## config.mk

```make
export PLATFORM = sky130hd
export DESIGN_NAME = mul_wb_arbiter
export DESIGN_NICKNAME = d
export VERILOG_FILES = /design/src/rtl/mul_wb_arbiter.sv
export SDC_FILE = /design/constraint.sdc
export NUM_CORES = 1
export LEC_CHECK = 0
export BUFFER_PORTS_ARGS = -buffer_cell sky130_fd_sc_hd__buf_2
export CAP_MARGIN = 25
export CORE_MARGIN = 8
export CORE_UTILIZATION = 46
export CTS_CLUSTER_SIZE = 20
export DETAILED_ROUTE_END_ITERATION = 7
export GPL_TIMING_DRIVEN = 0
export HOLD_SLACK_MARGIN = 0.03
export PLACE_DENSITY_LB_ADDON = 0.25
export SYNTH_ARGS = -nofsm -noshare
export SYNTH_HDL_FRONTEND = slang
export SYNTH_SLANG_ARGS = --single-unit
export TNS_END_PERCENT = 20
```

## constraint.sdc

```tcl
create_clock -name clk -period 4.3 [get_ports clk]
set_input_delay 0.645 -clock clk [delete_from_list [all_inputs] [get_ports clk]]
set_output_delay 0.645 -clock clk [all_outputs]
set_load 0.05 [all_outputs]
```

## src/rtl/mul_wb_arbiter.sv

```systemverilog
// Writeback arbiter: merges multiplier results into the register-file write port behind the main pipeline.
// Optional macro MUL_WB_BYPASS_EN lets a lone multiplier result skip the FIFO when it is empty.

module mul_wb_arbiter_chk #(
  parameter int CNT_W = 2,
  parameter int DEPTH = 2
) (
  input logic             clk,
  input logic             rst,
  input logic             i_push,
  input logic [CNT_W-1:0] i_count
);
  a_no_push_when_full: assert property (@(posedge clk) disable iff (!rst)
    !(i_push && (i_count == CNT_W'(DEPTH))));
endmodule

module mul_wb_arbiter #(
  parameter int ARCH_LEN  = 32,
  parameter int REG_IDX_W = 5,
  parameter int DEPTH     = 2
) (
  input  logic                 clk,
  input  logic                 rst,
  input  logic                 kill,
  input  logic                 mul_valid,
  input  logic [REG_IDX_W-1:0] mul_rd,
  input  logic [ARCH_LEN-1:0]  mul_data,
  output logic                 stall_mul,
  input  logic                 alu_valid,
  input  logic [REG_IDX_W-1:0] alu_rd,
  input  logic [ARCH_LEN-1:0]  alu_data,
  output logic                 wb_valid,
  output logic [REG_IDX_W-1:0] wb_rd,
  output logic [ARCH_LEN-1:0]  wb_data,
  output logic                 wb_from_mul
);
  localparam int PTR_W = $clog2(DEPTH);
  localparam int CNT_W = $clog2(DEPTH + 1);

  logic [REG_IDX_W-1:0] r_mem_rd   [DEPTH];
  logic [ARCH_LEN-1:0]  r_mem_data [DEPTH];
  logic [PTR_W-1:0]     r_rd_ptr;
  logic [PTR_W-1:0]     r_wr_ptr;
  logic [CNT_W-1:0]     r_count;
  logic                 r_wb_valid;
  logic [REG_IDX_W-1:0] r_wb_rd;
  logic [ARCH_LEN-1:0]  r_wb_data;
  logic                 r_wb_from_mul;

  logic                 w_full;
  logic                 w_empty;
  logic                 w_accept;
  logic                 w_push;
  logic                 w_pop;
  logic                 w_sel_valid;
  logic                 w_sel_mul;
  logic [REG_IDX_W-1:0] w_sel_rd;
  logic [ARCH_LEN-1:0]  w_sel_data;
  logic                 w_wb_valid_nxt;

  // Stall is a pure function of occupancy, so mul_valid never feeds it combinationally.
  assign w_full    = (r_count == CNT_W'(DEPTH));
  assign w_empty   = (r_count == {CNT_W{1'b0}});
  assign w_accept  = mul_valid & ~w_full & ~kill;
  assign stall_mul = w_full;

  // Priority select: main pipeline, then FIFO head, then the fresh multiplier result.
  always_comb begin
    w_push      = 1'b0;
    w_pop       = 1'b0;
    w_sel_valid = 1'b0;
    w_sel_mul   = 1'b0;
    w_sel_rd    = r_wb_rd;
    w_sel_data  = r_wb_data;
    if (alu_valid) begin
      w_sel_valid = 1'b1;
      w_sel_rd    = alu_rd;
      w_sel_data  = alu_data;
      w_push      = w_accept;
    end else if (!w_empty) begin
      w_pop       = 1'b1;
      w_sel_valid = 1'b1;
      w_sel_mul   = 1'b1;
      w_sel_rd    = r_mem_rd[r_rd_ptr];
      w_sel_data  = r_mem_data[r_rd_ptr];
      w_push      = w_accept;
    end else if (w_accept) begin
`ifdef MUL_WB_BYPASS_EN
      w_sel_valid = 1'b1;
      w_sel_mul   = 1'b1;
      w_sel_rd    = mul_rd;
      w_sel_data  = mul_data;
`else
      w_push      = 1'b1;
`endif
    end else begin
      w_sel_valid = 1'b0;
    end
  end

  // x0 writes are consumed silently; a kill only suppresses multiplier-sourced writes.
  assign w_wb_valid_nxt = w_sel_valid & (w_sel_rd != {REG_IDX_W{1'b0}}) & ~(kill & w_sel_mul);

  // Writeback output registers.
  always_ff @(posedge clk) begin
    if (!rst) begin
      r_wb_valid    <= 1'b0;
      r_wb_rd       <= {REG_IDX_W{1'b0}};
      r_wb_data     <= {ARCH_LEN{1'b0}};
      r_wb_from_mul <= 1'b0;
    end else begin
      r_wb_valid    <= w_wb_valid_nxt;
      r_wb_rd       <= w_sel_rd;
      r_wb_data     <= w_sel_data;
      r_wb_from_mul <= w_sel_mul & ~kill;
    end
  end

  // FIFO pointers and occupancy; kill empties the queue in the same cycle.
  always_ff @(posedge clk) begin
    if (!rst) begin
      r_rd_ptr <= {PTR_W{1'b0}};
      r_wr_ptr <= {PTR_W{1'b0}};
      r_count  <= {CNT_W{1'b0}};
    end else if (kill) begin
      r_rd_ptr <= {PTR_W{1'b0}};
      r_wr_ptr <= {PTR_W{1'b0}};
      r_count  <= {CNT_W{1'b0}};
    end else begin
      if (w_push) r_wr_ptr <= r_wr_ptr + PTR_W'(1);
      else        r_wr_ptr <= r_wr_ptr;
      if (w_pop)  r_rd_ptr <= r_rd_ptr + PTR_W'(1);
      else        r_rd_ptr <= r_rd_ptr;
      case ({w_push, w_pop})
        2'b10:   r_count <= r_count + CNT_W'(1);
        2'b01:   r_count <= r_count - CNT_W'(1);
        default: r_count <= r_count;
      endcase
    end
  end

  // FIFO storage; contents are meaningless until written, so no reset is needed.
  always_ff @(posedge clk) begin
    if (w_push) begin
      r_mem_rd[r_wr_ptr]   <= mul_rd;
      r_mem_data[r_wr_ptr] <= mul_data;
    end
  end

  assign wb_valid    = r_wb_valid;
  assign wb_rd       = r_wb_rd;
  assign wb_data     = r_wb_data;
  assign wb_from_mul = r_wb_from_mul;

  mul_wb_arbiter_chk #(.CNT_W(CNT_W), .DEPTH(DEPTH)) u_chk (
    .clk     (clk),
    .rst     (rst),
    .i_push  (w_push),
    .i_count (r_count)
  );
endmodule
```

# Word level (Yosys, flattened, before mapping)
# Memories as Yosys holds them, arrays and structs flattened. A register that Yosys moved wholly into a read port is not among the register bits.
# Index checks and enable logic that the tools add are counted.
# W data, S select, Z words.
[totals]
regBits = 43
ramBits = 74
n_memories = 2
[op_classes]
add_sub_neg = 4
eq_ne = 4
mux = 17
bitwise_logic = 10
n_reduce_logical = 4
[memory_table]
columns = ["name", "words", "width", "read_ports", "rd_ports_with_merged_regs", "wr", "line_no", "text"]
rows = [
  ["r_mem_data", 2, 32, 1, 1, 1, "41", "logic [ARCH_LEN-1:0] r_mem_data [DEPTH];"],
  ["r_mem_rd", 2, 5, 1, 1, 1, "40", "logic [REG_IDX_W-1:0] r_mem_rd [DEPTH];"],
]
[op_table]
columns = ["cell", "n"]
rows = [
  ["$mux W32", 2],
  ["$mux W1", 12],
  ["$mux W5", 2],
  ["$and A1 B1 Y1", 6],
  ["$reduce_bool A5 Y1", 1],
  ["$eq A2 B2 Y1 const B", 2],
  ["$not A1 Y1", 4],
  ["$pmux W2 S2", 1],
  ["$add A1 B1 Y1 const B", 2],
  ["$add A2 B1 Y2 const B", 1],
  ["$eq A2 B1 Y1 const B", 1],
  ["$logic_not A2 Y1", 1],
  ["$ne A2 B2 Y1 const B", 1],
  ["$reduce_bool A2 Y1", 1],
  ["$reduce_or A2 Y1", 1],
  ["$sub A2 B1 Y2 const B", 1],
]

# Longest topological paths before layout
# Gate-level depths: netlist of run 1.
[logic_depth]
word_depth = 9
depth_mapped = 8

# Least setup slack after synthesis of run 1
# Ideal clock, no wire load.
[synth_timing]
path_kind = "register to register"
from = "register r_count[1]"
to = "memory r_mem_data[0][0], enable pin"
arrival_ns = 2.782
required_time_ns = 3.869
setup_slack_ns = 1.087
stages_incl_launch_ff = 6
synth_period_minus_slack_ns = 3.213
cell_sequence = "dfxtp_1 -> buf_2 -> nor2b_1 -> nor3b_1 -> inv_1 -> nor2_1"
[synth_via]
elab_chain_cells = 9
[synth_lines]
columns = ["item", "line_no", "text"]
rows = [
  ["start: declaration", "44", "logic [CNT_W-1:0] r_count;"],
  ["start signal: assignment", "124", "r_count <= {CNT_W{1'b0}};"],
  ["start signal: assignment", "128", "r_count <= {CNT_W{1'b0}};"],
  ["start signal: assignment", "135", "2'b10: r_count <= r_count + CNT_W'(1);"],
  ["$eq A2 B2 Y1 (*)", "62", "assign w_full = (r_count == CNT_W'(DEPTH));"],
  ["via stall_mul", "28", "output logic stall_mul,"],
  ["$not A1 Y1 (*)", "64", "assign w_accept = mul_valid & ~w_full & ~kill;"],
  ["$and A1 B1 Y1 (*) (2 in a row)", "64", ""],
  ["$mux W1", "87", "end else if (w_accept) begin"],
  ["$mux W1", "80", "end else if (!w_empty) begin"],
  ["$mux W1 (*)", "75", "if (alu_valid) begin"],
  ["$mux W1 (*)", "144", "if (w_push) begin"],
  ["$mux W1 (not written as such) (*)", "146", "r_mem_data[r_wr_ptr] <= mul_data;"],
  ["end: declaration", "41", ""],
]
# Mark *: on every way through the listed nets, which the timed path passes. The rest lies on a longest branch.

# Final worst setup path of run 1
[layout_timing]
from = "register r_count[1]"
to = "memory r_mem_data[0][6], enable pin"
[layout_via]
elab_chain_cells = 9
[layout_lines]
columns = ["item", "line_no"]
rows = [
  ["$eq A2 B2 Y1", "62"],
  ["$not A1 Y1", "64"],
  ["$and A1 B1 Y1 (2 in a row)", "64"],
  ["$mux W1", "87"],
  ["$mux W1", "80"],
  ["$mux W1 (*)", "75"],
  ["$mux W1 (*)", "144"],
  ["$mux W1 (not written as such) (*)", "146"],
]
# Mark *: on every way between the ends. The rest lies on a longest branch, timed or not.

==> insert_results.sql, run 1 <==
INSERT INTO impl_metrics (metric_group, metric, value, unit) VALUES
('cts', 'post-cts-setup-buffers', '0', ''),
('synth', 'synth.yosys.seq_area_share', '0.6633', ''),
('sta', 'whs', '0.3262', 'ns'),
('pwr', 'switching_share', '0.2343', ''),
('cts', 'cts.reportedPaths.clkPinSlew', '0.06', 'ns'),
('synth', 'synth_enable_flop_cells', '74', ''),
('global_routing', 'global_route_usage_over_all_layers', '0.1633', ''),
('sta', 'relSlewSlack', '0.6292', ''),
('place', 'setup_ws_pre_cts', '1.955', 'ns'),
('cts', 'h-tree-depth', '4', ''),
('pwr', 'p_per_area', '503.0', 'nW/um2'),
('synth', 'synth-seq-cells', '118', ''),
('sta', 'max_freq', '455.3', 'MHz'),
('floorplanning', 'core_ar', '10090', 'um2'),
('routing', 'met2WireLength', '5217', 'um'),
('routing', 'route.detailed.drc', '0', ''),
('synth', 'synth_cell_type_count', '31', ''),
('cts', 'clk_latency', '0.50', 'ns'),
('synth', 'synth.net_count', '436', ''),
('layout', 'finish.net_count', '573', ''),
('worst_setup_path', 'crit_required', '4.49', 'ns'),
('cts', 'cts_hold_repair.buffers', '0', ''),
('worst_setup_path', 'critPathCaptureType', 'flip-flop', ''),
('global_routing', 'initial_antenna_violation_count', '2', ''),
('synth', 'ys.warnings.count', '0', ''),
('cts', 'cts-buffers-inserted', '17', ''),
('routing', 'detail_route.vias_per_cell', '5.042', ''),
('synth', 'synth_top_cell_area_share', '0.4750', ''),
('outcome', 'outcome', 'finished, final reports clean', ''),
('synth', 'post_synth.cell_area_avg', '13.14', 'um2'),
('min_path', 'hold_class', 'in2reg', ''),
('place', 'place_congestion', '0.7716', ''),
('worst_setup_path', 'startpoint_type_of_the_worst_setup_path', 'flip-flop', ''),
('global_routing', 'grt_first_pass_wirelength', '16600', 'um'),
('synth', 'most_common_flop_cell_mapped_by_yosys', 'sky130_fd_sc_hd__edfxtp_1', ''),
('synth', 'synth.top_cells.by_area', 'sky130_fd_sc_hd__edfxtp_1, sky130_fd_sc_hd__dfxtp_1, sky130_fd_sc_hd__mux2i_1', ''),
('global_routing', 'maximum_number_of_pins_on_one_net_before_global_route_repair', '24', ''),
('sta', 'finalWorstPathRequiredPeriod', '2.196', 'ns'),
('worst_setup_path', 'worstReg2RegStart', 'r_count[1]$_SDFFE_PP0P_', ''),
('cts', 'cts_tree', 'yes', ''),
('floorplanning', 'io_pins', '119', ''),
('synth', 'syn-instance-count', '356', ''),
('pwr', 'power.share.clock', '0.490', ''),
('cts', 'clockBufferDepth', '2', ''),
('routing', 'via_count', '3242', ''),
('routing', 'wl_met1', '4568', 'um'),
('sta', 'final.setup.worst_slack', '2.104', 'ns'),
('floorplanning', 'fp.dieH', '116.8', 'um'),
('synth', 'yosysMostFrequentCell', 'sky130_fd_sc_hd__edfxtp_1', ''),
('floorplanning', 'row_count', '37', ''),
('synth', 'netlist_top_cells_count', 'sky130_fd_sc_hd__edfxtp_1, sky130_fd_sc_hd__dfxtp_1, sky130_fd_sc_hd__nor2_1', ''),
('worst_setup_path', 'critical_path_data_arrival_time', '2.39', 'ns'),
('pwr', 'design_power_total', '3.078', 'mW'),
('worst_setup_path', 'startpoint', 'r_count[1]$_SDFFE_PP0P_', ''),
('sta', 'post-route-period-util', '0.5108', ''),
('pwr', 'static-leakage-power', '2.370', 'nW'),
('pwr', 'power.internal', '2.357', 'mW'),
('routing', 'maxUsedRoutingLayer', 'met5', ''),
('pwr', 'power_frac_comb', '0.098', ''),
('place', 'placement.io_buffers', '116', ''),
('routing', 'drt_iter0_markers', '148', ''),
('cts', 'clock_sinks', '118', ''),
('floorplanning', 'die_area', '13650', 'um2'),
('worst_setup_path', 'critical_path_class', 'reg2reg', ''),
('pwr', 'ir_drop', '267.4', 'uV'),
('global_routing', 'grt_pass1_vias', '3344', ''),
('cts', 'clock_root_buffer_master', 'sky130_fd_sc_hd__clkbuf_8', ''),
('routing', 'routed-wl-met3', '886', 'um'),
('routing', 'antenna_left', '0', ''),
('floorplanning', 'die_w', '116.8', 'um'),
('place', 'dp_hpwl', '7575', 'um');
## worst paths after layout
| path | to | slack (ns) | cells after the start |
|---|---|---|---|
| min | r_mem_data[1][25]$_DFFE_PP_ | 0.33 | 1 |
| max | r_mem_data[0][6]$_DFFE_PP_ | 2.10 | 6 |
| max reg2reg | r_mem_data[0][6]$_DFFE_PP_ | 2.10 | 6 |
| min reg2reg | flip-flop | 0.52 | 2 |
## sequential cells by signal (all words and copies together) (netlist names), named ones only
name	cells
wb_from_mul	1
r_rd_ptr	1
r_mem_rd	10
wb_valid	1
r_wr_ptr	1
r_count	2
wb_data	32
wb_rd	5
r_mem_data	64
## placed cells by master (no fill, tap or decap), drive strengths merged, types with 2 or more instances in the layout
master,n
a211o,32
a211oi,5
a21boi,32
a21oi,5
and2,2
buf,131
bufinv,5
clkbuf,31
clkinv,3
clkinvlp,4
dfxtp,44
edfxtp,74
inv,5
mux2i,37
nand2,32
nor2,39
nor2b,5
nor3,5
o21ai,2
xnor2,3
## routing by layer
| layer | vias up | global-route usage |
|---|---|---|
| met5 | - | 0 |
| met4 | 2 | 0.05375 |
| met3 | 8 | 0.06157 |
| met2 | 112 | 0.2631 |
| met1 | 1540 | 0.1984 |
| li1 | 1580 | - |
## cells by family after synthesis
logic type / Yosys count / share of synthesized area
flip-flops: 118 / 0.6633
AO/OA/AOI/OAI: 79 / 0.1337
buffers and inverters: 29 / 0.03503
AND/OR/NAND/NOR: 88 / 0.07863
adder cells (fa/ha/maj): 1 / 0.002674
XOR/XNOR: 4 / 0.007490
multiplexers: 37 / 0.07917
## critical path, cell delays in order (launching register included)
cell	delay, ns
sky130_fd_sc_hd__dfxtp_1	0.30
sky130_fd_sc_hd__buf_2	0.17
sky130_fd_sc_hd__nor2b_1	0.15
sky130_fd_sc_hd__nor3b_1	0.40
sky130_fd_sc_hd__inv_1	0.17
sky130_fd_sc_hd__nor2_4	0.43
sky130_fd_sc_hd__buf_12	0.25
## layout make-up
class / instances / area [um2] / area share
antenna: 1 / 2.502 / 0.0004089
tap: 136 / 170.2 / 0.02781
timing repair buffer: 118 / 620.6 / 0.1014
clock buffer: 17 / 414.1 / 0.06768
multi-input combinational: 209 / 1420 / 0.2321
inverter: 2 / 7.507 / 0.001227
sequential: 118 / 3103 / 0.5071
buffer: 27 / 156.4 / 0.02556
clock inverter: 15 / 225.2 / 0.03680
## power groups by stage
stage	clock network, mW	registers (mW)	logic [mW]
after global routing	1.58	1.27	0.328
after detailed placement	0	1.29	0.304
after CTS	1.53	1.27	0.305
after global placement	0	1.29	0.296
final	1.51	1.27	0.303
after floorplan	0	1.38	0.116
## per-stage QoR
stage | area, um2 | utilization
floorplan | 4678 | -
global placement | 5429 | 0.5379
detailed placement | 5478 | 0.5428
CTS | 6117 | 0.6061
global route | 6117 | 0.6061
finish | 6120 | 0.6064
Note: power is estimated with default switching activity, not from simulation.
==> run 2: changes to the inputs <==
==> constraint.sdc (replaced) <==
create_clock -name clk -period 2.2 [get_ports clk]
set_input_delay 0.33 -clock clk [delete_from_list [all_inputs] [get_ports clk]]
set_output_delay 0.33 -clock clk [all_outputs]
set_load 0.05 [all_outputs]
==> run 2 against run 1 <==
Compared with the run above: non-clock buffer count grew 39; die area is the same; sequential power grew 95%; total power grew 88%; sequential share of layout area shrank 2.6 points; clock skew shrank 0.0070 ns; critical endpoint is now r_count[1]$_SDFFE_PP0P_; highest routed layer is now met4; fmax grew 9.0%; utilization grew 3.3 points; first-iteration DRC count grew 13%; design area grew 5.4%.
==> insert_results.sql, run 2 (synthesized netlist as in run 1, its figures left out) <==
INSERT INTO impl_metrics (metric_group, metric, value, unit) VALUES
('outcome', 'outcome', 'finished, final reports clean', ''),
('routing', 'antenna_left', '0', ''),
('sta', 'rsz0062_at_grt', 'no', ''),
('worst_setup_path', 'worstReg2RegStart', 'r_count[1]$_SDFFE_PP0P_', ''),
('worst_setup_path', 'critical_path.max_stage_delay', '0.40', 'ns'),
('place', 'instance_count_after_placement_with_tap_cells_included', '609', ''),
('layout', 'layout_filler_cell_count', '859', ''),
('global_routing', 'overflow', '0', ''),
('floorplanning', 'floorplan.initialDensity', '0.4636', ''),
('pwr', 'p_per_area', '898.5', 'nW/um2'),
('place', 'dp_hpwl', '7545', 'um'),
('worst_setup_path', 'r2r_end', 'r_count[1]$_SDFFE_PP0P_', ''),
('sta', 'finalWorstPathRequiredPeriod', '2.014', 'ns'),
('sta', 'report.final.slew_viol_count', '0', ''),
('cts', 'clk_latency', '0.51', 'ns'),
('sta', 'final_hold_viol_count', '0', ''),
('cts', 'clockBufferDepth', '2', ''),
('layout', 'layout.cells.most_common_list', 'sky130_fd_sc_hd__buf_2, sky130_fd_sc_hd__edfxtp_1, sky130_fd_sc_hd__dfxtp_1', ''),
('layout', 'finish.net_count', '612', ''),
('global_routing', 'global_route_usage_over_all_layers', '0.1761', ''),
('pwr', 'power_frac_comb', '0.113', ''),
('worst_setup_path', 'worstRegToRegCells', '7', ''),
('worst_setup_path', 'critPathCaptureType', 'flip-flop', ''),
('routing', 'drt_first_pass_iters', '4', ''),
('worst_setup_path', 'crit_family', 'simple AND/OR/NAND/NOR gates', ''),
('worst_setup_path', 'path_cells', 'buf_2 -> nor2b_1 -> nor3b_2 -> inv_1 -> ha_1 -> or3_1 -> a21oi_1', ''),
('routing', 'via_count', '3450', ''),
('floorplanning', 'core_ar', '10090', 'um2'),
('global_routing', 'initial_antenna_violation_count', '0', ''),
('flow_run', 'max_cap_violations', '0', ''),
('layout', 'top_register', 'r_mem_data', ''),
('global_routing', 'grt_pass1_vias', '3701', ''),
('cts', 'h-tree-depth', '4', ''),
('min_path', 'startpoint_of_the_tightest_hold_check_path', 'alu_data[30]', ''),
('worst_setup_path', 'critical-path-slowest-cell', 'sky130_fd_sc_hd__or3_1', ''),
('pwr', 'net-switching-power', '1.391', 'mW'),
('pwr', 'static-leakage-power', '2.517', 'nW'),
('sta', 'post-route-period-util', '0.9155', ''),
('worst_setup_path', 'critical_path_data_arrival_time', '2.45', 'ns'),
('min_path', 'min_to', 'wb_data[30]$_SDFFE_PN0P_', ''),
('layout', 'num_antenna_cells', '0', ''),
('sta', 'finalSetupViolations', '0', ''),
('floorplanning', 'die_w', '116.8', 'um'),
('worst_setup_path', 'critPathBufInv', '2', ''),
('pwr', 'switching_share', '0.2400', ''),
('layout', 'largest_reg_flops', '64', ''),
('floorplanning', 'io_pins', '119', ''),
('cts', 'cts_tree', 'yes', ''),
('routing', 'route.detailed.drc', '0', ''),
('floorplanning', 'die_area', '13650', 'um2'),
('min_path', 'hold_crit_depth', '3', ''),
('sta', 'setup_total_negative_slack', '0', 'ns'),
('pwr', 'power.share.clock', '0.459', ''),
('place', 'place_area', '5470', 'um2'),
('worst_setup_path', 'crit_required', '2.64', 'ns'),
('worst_setup_path', 'critPathMaxFanout', '10', ''),
('layout', 'summed_area_of_non_filler_cells_in_the_final_layout', '6452', 'um2'),
('layout', 'fin_cells', '680', ''),
('min_path', 'hold_class', 'in2reg', ''),
('worst_setup_path', 'startpoint_type_of_the_worst_setup_path', 'flip-flop', ''),
('place', 'setup_ws_pre_cts', '0.01695', 'ns'),
('global_routing', 'grt_first_pass_wirelength', '17970', 'um'),
('sta', 'relSlewSlack', '0.5923', ''),
('sta', 'finClkSkew', '0.006001', 'ns'),
('layout', 'synthToLayoutAreaGrowth', '37.92', '%'),
('layout', 'drive_gt1_frac', '0.3107', ''),
('place', 'placement.io_buffers', '116', ''),
('routing', 'routed_wire_length_per_instance', '17.17', 'um'),
('cts', 'cts-buffers-inserted', '17', ''),
('layout', 'layout.cells.most_common', 'sky130_fd_sc_hd__buf_2', ''),
('routing', 'detail_route.vias_per_cell', '5.074', ''),
('cts', 'clock_root_buffer_master', 'sky130_fd_sc_hd__clkbuf_8', ''),
('routing', 'drt_wl_total', '11680', 'um'),
('pwr', 'pwr-share-seq', '0.428', ''),
('sta', 'max_freq', '496.5', 'MHz'),
('pwr', 'ir_drop', '455.2', 'uV'),
('pwr', 'power.internal', '4.406', 'mW'),
('cts', 'cts.reportedPaths.clkPinSlew', '0.06', 'ns'),
('sta', 'worst_pin_slew', '0.6115', 'ns'),
('place', 'place_congestion', '0.7605', ''),
('floorplanning', 'row_count', '37', ''),
('cts', 'clock_sinks', '118', ''),
('floorplanning', 'fp.dieH', '116.8', 'um'),
('routing', 'drt_iter0_markers', '167', ''),
('worst_setup_path', 'critical_path_class', 'reg2reg', ''),
('worst_setup_path', 'worst-r2r-setup-slack', '0.19', 'ns'),
('global_routing', 'maximum_number_of_pins_on_one_net_before_global_route_repair', '38', ''),
('sta', 'final.setup.worst_slack', '0.1858', 'ns');
run 2: final cells by class:
| cell class | count | area (um2) | share of cell area |
|---|---|---|---|
| buffer | 27 | 156.4 | 0.02424 |
| clock buffer | 18 | 417.9 | 0.06477 |
| clock inverter | 13 | 158.9 | 0.02463 |
| inverter | 2 | 7.507 | 0.001163 |
| multi-input combinational | 209 | 1425 | 0.2209 |
| sequential | 118 | 3103 | 0.4809 |
| tap | 136 | 170.2 | 0.02637 |
| timing repair buffer | 157 | 1013 | 0.1571 |
run 2: stage by stage:
step | total power, mW | utilization | hold WS (ns)
6_report | 5.798 | 0.6394 | 0.05946
2_1_floorplan | 2.916 | - | 0.4289
4_1_cts | 5.830 | 0.6359 | 0.05035
5_1_grt | 5.999 | 0.6394 | 0.05648
3_3_place_gp | 3.104 | 0.5393 | 0.4974
3_5_place_dp | 3.125 | 0.5420 | 0.5058
run 2: how the worst max path moves through the flow:
stage | depth (start not counted) | slack [ns] | endpoint | startpoint
global placement | 5 | -0.15 | r_mem_data[0][1]$_DFFE_PP_ | r_count[1]$_SDFFE_PP0P_
global route | 7 | 0.08 | r_count[1]$_SDFFE_PP0P_ | r_count[0]$_SDFFE_PP0P_
floorplan | 7 | -0.16 | r_count[1]$_SDFFE_PP0P_ | r_count[1]$_SDFFE_PP0P_
CTS | 4 | 0.0005 | r_mem_data[1][17]$_DFFE_PP_ | r_count[1]$_SDFFE_PP0P_
detailed placement | 4 | 0.02 | r_mem_data[1][30]$_DFFE_PP_ | r_count[1]$_SDFFE_PP0P_
finish | 7 | 0.19 | r_count[1]$_SDFFE_PP0P_ | r_count[1]$_SDFFE_PP0P_
run 2: power by group through the flow:
stage	registers, mW	clock network (mW)	logic (mW)
floorplan	2.69	0	0.228
global placement	2.52	0	0.580
detailed placement	2.53	0	0.599
CTS	2.48	2.70	0.653
global route	2.49	2.81	0.705
finish	2.48	2.66	0.654
run 2: layer usage:
metal	routed length, um	part of all wire	global-route usage	vias up
li1	-	-	-	1652
met1	4861	0.42	0.1956	1668
met2	5845	0.50	0.3091	115
met3	796	0.068	0.05080	15
met4	172	0.015	0.07509	0
met5	0	0	0	-
run 2: what timing repair did:
action	CTS	global route
hold endpoints to repair	74	0
endpoints found under the setup margin	0	22
gates resized for setup	0	0
hold buffers	37	0
setup buffers	0	2
run 2: tightest hold or removal path: stages:
cell                       delay [ns]
sky130_fd_sc_hd__buf_2           0.09
sky130_fd_sc_hd__nand2_1         0.05
sky130_fd_sc_hd__a21boi_1        0.05
==> run 3: changes to the inputs <==
--- a/config.mk
+++ b/config.mk
@@ -7,8 +7,10 @@
 export LEC_CHECK = 0
 export BUFFER_PORTS_ARGS = -buffer_cell sky130_fd_sc_hd__buf_2
 export CAP_MARGIN = 25
+export CELL_PAD_IN_SITES_DETAIL_PLACEMENT = 0
+export CELL_PAD_IN_SITES_GLOBAL_PLACEMENT = 2
 export CORE_MARGIN = 8
-export CORE_UTILIZATION = 46
+export CORE_UTILIZATION = 35
 export CTS_CLUSTER_SIZE = 20
 export DETAILED_ROUTE_END_ITERATION = 7
 export GPL_TIMING_DRIVEN = 0
==> run 3 against run 2 <==
Compared with the run above: clock skew up 0.013 ns; global-route usage is 3.0 points lower; die area grew 27%; via count fell by 5.0%; hold slack better by 0.042 ns; register-to-register slack improved by 0.03 ns; flip-flop and latch count is the same; combinational power fell by 7.2%; wire length grew 4.9%.
==> insert_results.sql, run 3 (synthesized netlist as in run 1, its figures left out) <==
INSERT INTO impl_metrics (metric_group, metric, value, unit) VALUES
('pwr', 'static-leakage-power', '2.364', 'nW'),
('sta', 'final.setup.worst_slack', '0.2145', 'ns'),
('sta', 'whs', '0.1015', 'ns'),
('floorplanning', 'floorplan.initialDensity', '0.3561', ''),
('place', 'placement.io_buffers', '116', ''),
('global_routing', 'overflow', '0', ''),
('sta', 'post-route-period-util', '0.9025', ''),
('sta', 'rsz0062_at_grt', 'no', ''),
('place', 'place_congestion', '0.7653', ''),
('sta', 'finClkSkew', '0.01916', 'ns'),
('routing', 'drt_iter0_markers', '223', ''),
('global_routing', 'maximum_number_of_pins_on_one_net_before_global_route_repair', '22', ''),
('cts', 'cts_tree', 'yes', ''),
('global_routing', 'global_route_usage_over_all_layers', '0.1461', ''),
('sta', 'relSlewSlack', '0.5499', ''),
('routing', 'drt_first_pass_iters', '4', ''),
('pwr', 'design_power_total', '5.680', 'mW'),
('place', 'setup_ws_pre_cts', '0.004454', 'ns'),
('layout', 'layout.cells.most_common_list', 'sky130_fd_sc_hd__buf_2, sky130_fd_sc_hd__edfxtp_1, sky130_fd_sc_hd__dfxtp_1', ''),
('global_routing', 'grt_pass1_vias', '3553', ''),
('layout', 'final_core_density', '0.4658', ''),
('place', 'instance_count_after_placement_with_tap_cells_included', '650', ''),
('layout', 'layout_filler_cell_count', '1262', ''),
('routing', 'detail_route.vias_per_cell', '4.798', ''),
('routing', 'wl_met1', '5460', 'um'),
('worst_setup_path', 'startpoint_type_of_the_worst_setup_path', 'flip-flop', ''),
('global_routing', 'grt_first_pass_wirelength', '19310', 'um'),
('cts', 'clk_latency', '0.42', 'ns'),
('layout', 'synthToLayoutAreaGrowth', '30.81', '%'),
('flow_run', 'max_cap_violations', '0', ''),
('cts', 'cts.reportedPaths.clkPinSlew', '0.05', 'ns'),
('routing', 'routed_wire_length_per_instance', '17.94', 'um'),
('floorplanning', 'io_pins', '119', ''),
('cts', 'cts_resized', '0', ''),
('routing', 'drt_wl_total', '12250', 'um'),
('cts', 'h-tree-depth', '4', ''),
('routing', 'antenna_left', '0', ''),
('sta', 'max_freq', '503.6', 'MHz'),
('global_routing', 'initial_antenna_violation_count', '1', ''),
('layout', 'num_antenna_cells', '0', ''),
('place', 'dp_hpwl', '8438', 'um'),
('floorplanning', 'row_count', '42', ''),
('pwr', 'ir_drop', '503.0', 'uV'),
('sta', 'setup_total_negative_slack', '0', 'ns'),
('sta', 'finalWorstPathRequiredPeriod', '1.986', 'ns'),
('worst_setup_path', 'crit_required', '2.31', 'ns'),
('routing', 'route.detailed.drc', '0', ''),
('worst_setup_path', 'critPathCaptureType', 'flip-flop', ''),
('sta', 'worst_pin_slew', '0.6752', 'ns'),
('sta', 'report.final.slew_viol_count', '0', ''),
('floorplanning', 'core_ar', '13140', 'um2'),
('floorplanning', 'die_w', '131.6', 'um'),
('sta', 'finalSetupViolations', '0', ''),
('worst_setup_path', 'critPathMaxFanout', '21', ''),
('worst_setup_path', 'critical_path_data_arrival_time', '2.10', 'ns'),
('floorplanning', 'fp.dieH', '131.6', 'um'),
('layout', 'largest_reg_flops', '64', ''),
('cts', 'clock_root_buffer_master', 'sky130_fd_sc_hd__clkbuf_16', ''),
('outcome', 'outcome', 'finished, final reports clean', ''),
('routing', 'routed-wl-met3', '595', 'um'),
('cts', 'cts-buffers-inserted', '17', ''),
('layout', 'layout.cells.most_common', 'sky130_fd_sc_hd__buf_2', ''),
('sta', 'final_hold_viol_count', '0', ''),
('min_path', 'hold_class', 'in2reg', ''),
('routing', 'via_count', '3277', ''),
('floorplanning', 'die_area', '17320', 'um2'),
('place', 'place_area', '5533', 'um2'),
('routing', 'met2WireLength', '6009', 'um'),
('pwr', 'p_per_area', '928.1', 'nW/um2'),
('layout', 'fin_cells', '683', ''),
('cts', 'cts_hold_repair.buffers', '0', ''),
('layout', 'top_register', 'r_mem_data', ''),
('worst_setup_path', 'critical_path_class', 'reg2reg', ''),
('layout', 'finish.net_count', '576', ''),
('routing', 'maxUsedRoutingLayer', 'met5', ''),
('layout', 'summed_area_of_non_filler_cells_in_the_final_layout', '6120', 'um2'),
('cts', 'clock_sinks', '118', ''),
('cts', 'clockBufferDepth', '2', ''),
('layout', 'drive_gt1_frac', '0.3274', '');
==> run 3: worst max-delay path, stage by stage (launching register included) <==
cell                      delay, ns
sky130_fd_sc_hd__dfxtp_1       0.32
sky130_fd_sc_hd__buf_2         0.23
sky130_fd_sc_hd__nor2b_1       0.10
sky130_fd_sc_hd__nor3b_2       0.24
sky130_fd_sc_hd__and2_2        0.52
sky130_fd_sc_hd__buf_12        0.25
==> run 3: final cells by class <==
cell class | count | area [um2] | area share
inverters | 2 | 7.507 | 0.001227
clock inverters | 6 | 80.08 | 0.01309
repair buffers | 121 | 655.6 | 0.1071
plain buffers | 27 | 156.4 | 0.02556
multi-input cells | 209 | 1425 | 0.2329
clock buffers | 24 | 471.7 | 0.07708
well taps | 176 | 220.2 | 0.03598
flip-flops and latches | 118 | 3103 | 0.5071
==> run 3: path summary, 6_finish.rpt <==
check	from	to	slack (ns)	depth (start not counted)
worst min-delay path	mul_data[7]	r_mem_data[0][7]$_DFFE_PP_	0.10	1
worst max register to register	r_count[0]$_SDFFE_PP0P_	r_mem_data[1][4]$_DFFE_PP_	0.21	5
worst max-delay path	r_count[0]$_SDFFE_PP0P_	r_mem_data[1][4]$_DFFE_PP_	0.21	5
worst min register to register	r_rd_ptr$_SDFFE_PP0P_	r_rd_ptr$_SDFFE_PP0P_	0.52	2
==> run 3: where the power goes <==
| group | switching [mW] | internal (mW) |
|---|---|---|
| clock | 0.888 | 1.70 |
| combinational | 0.397 | 0.209 |
| sequential | 0.0361 | 2.45 |
==> run 3: timing repair <==
action / 4_1_cts / 5_1_grt
hold endpoints to repair: 0 / 0
setup buffers: 0 / 3
setup endpoints to repair: 0 / 21
==> run 3: metal layers <==
metal	track usage	vias up
met2	0.2414	85
met1	0.1715	1591
met5	0	-
met4	0.05935	2
li1	-	1584
met3	0.04878	15
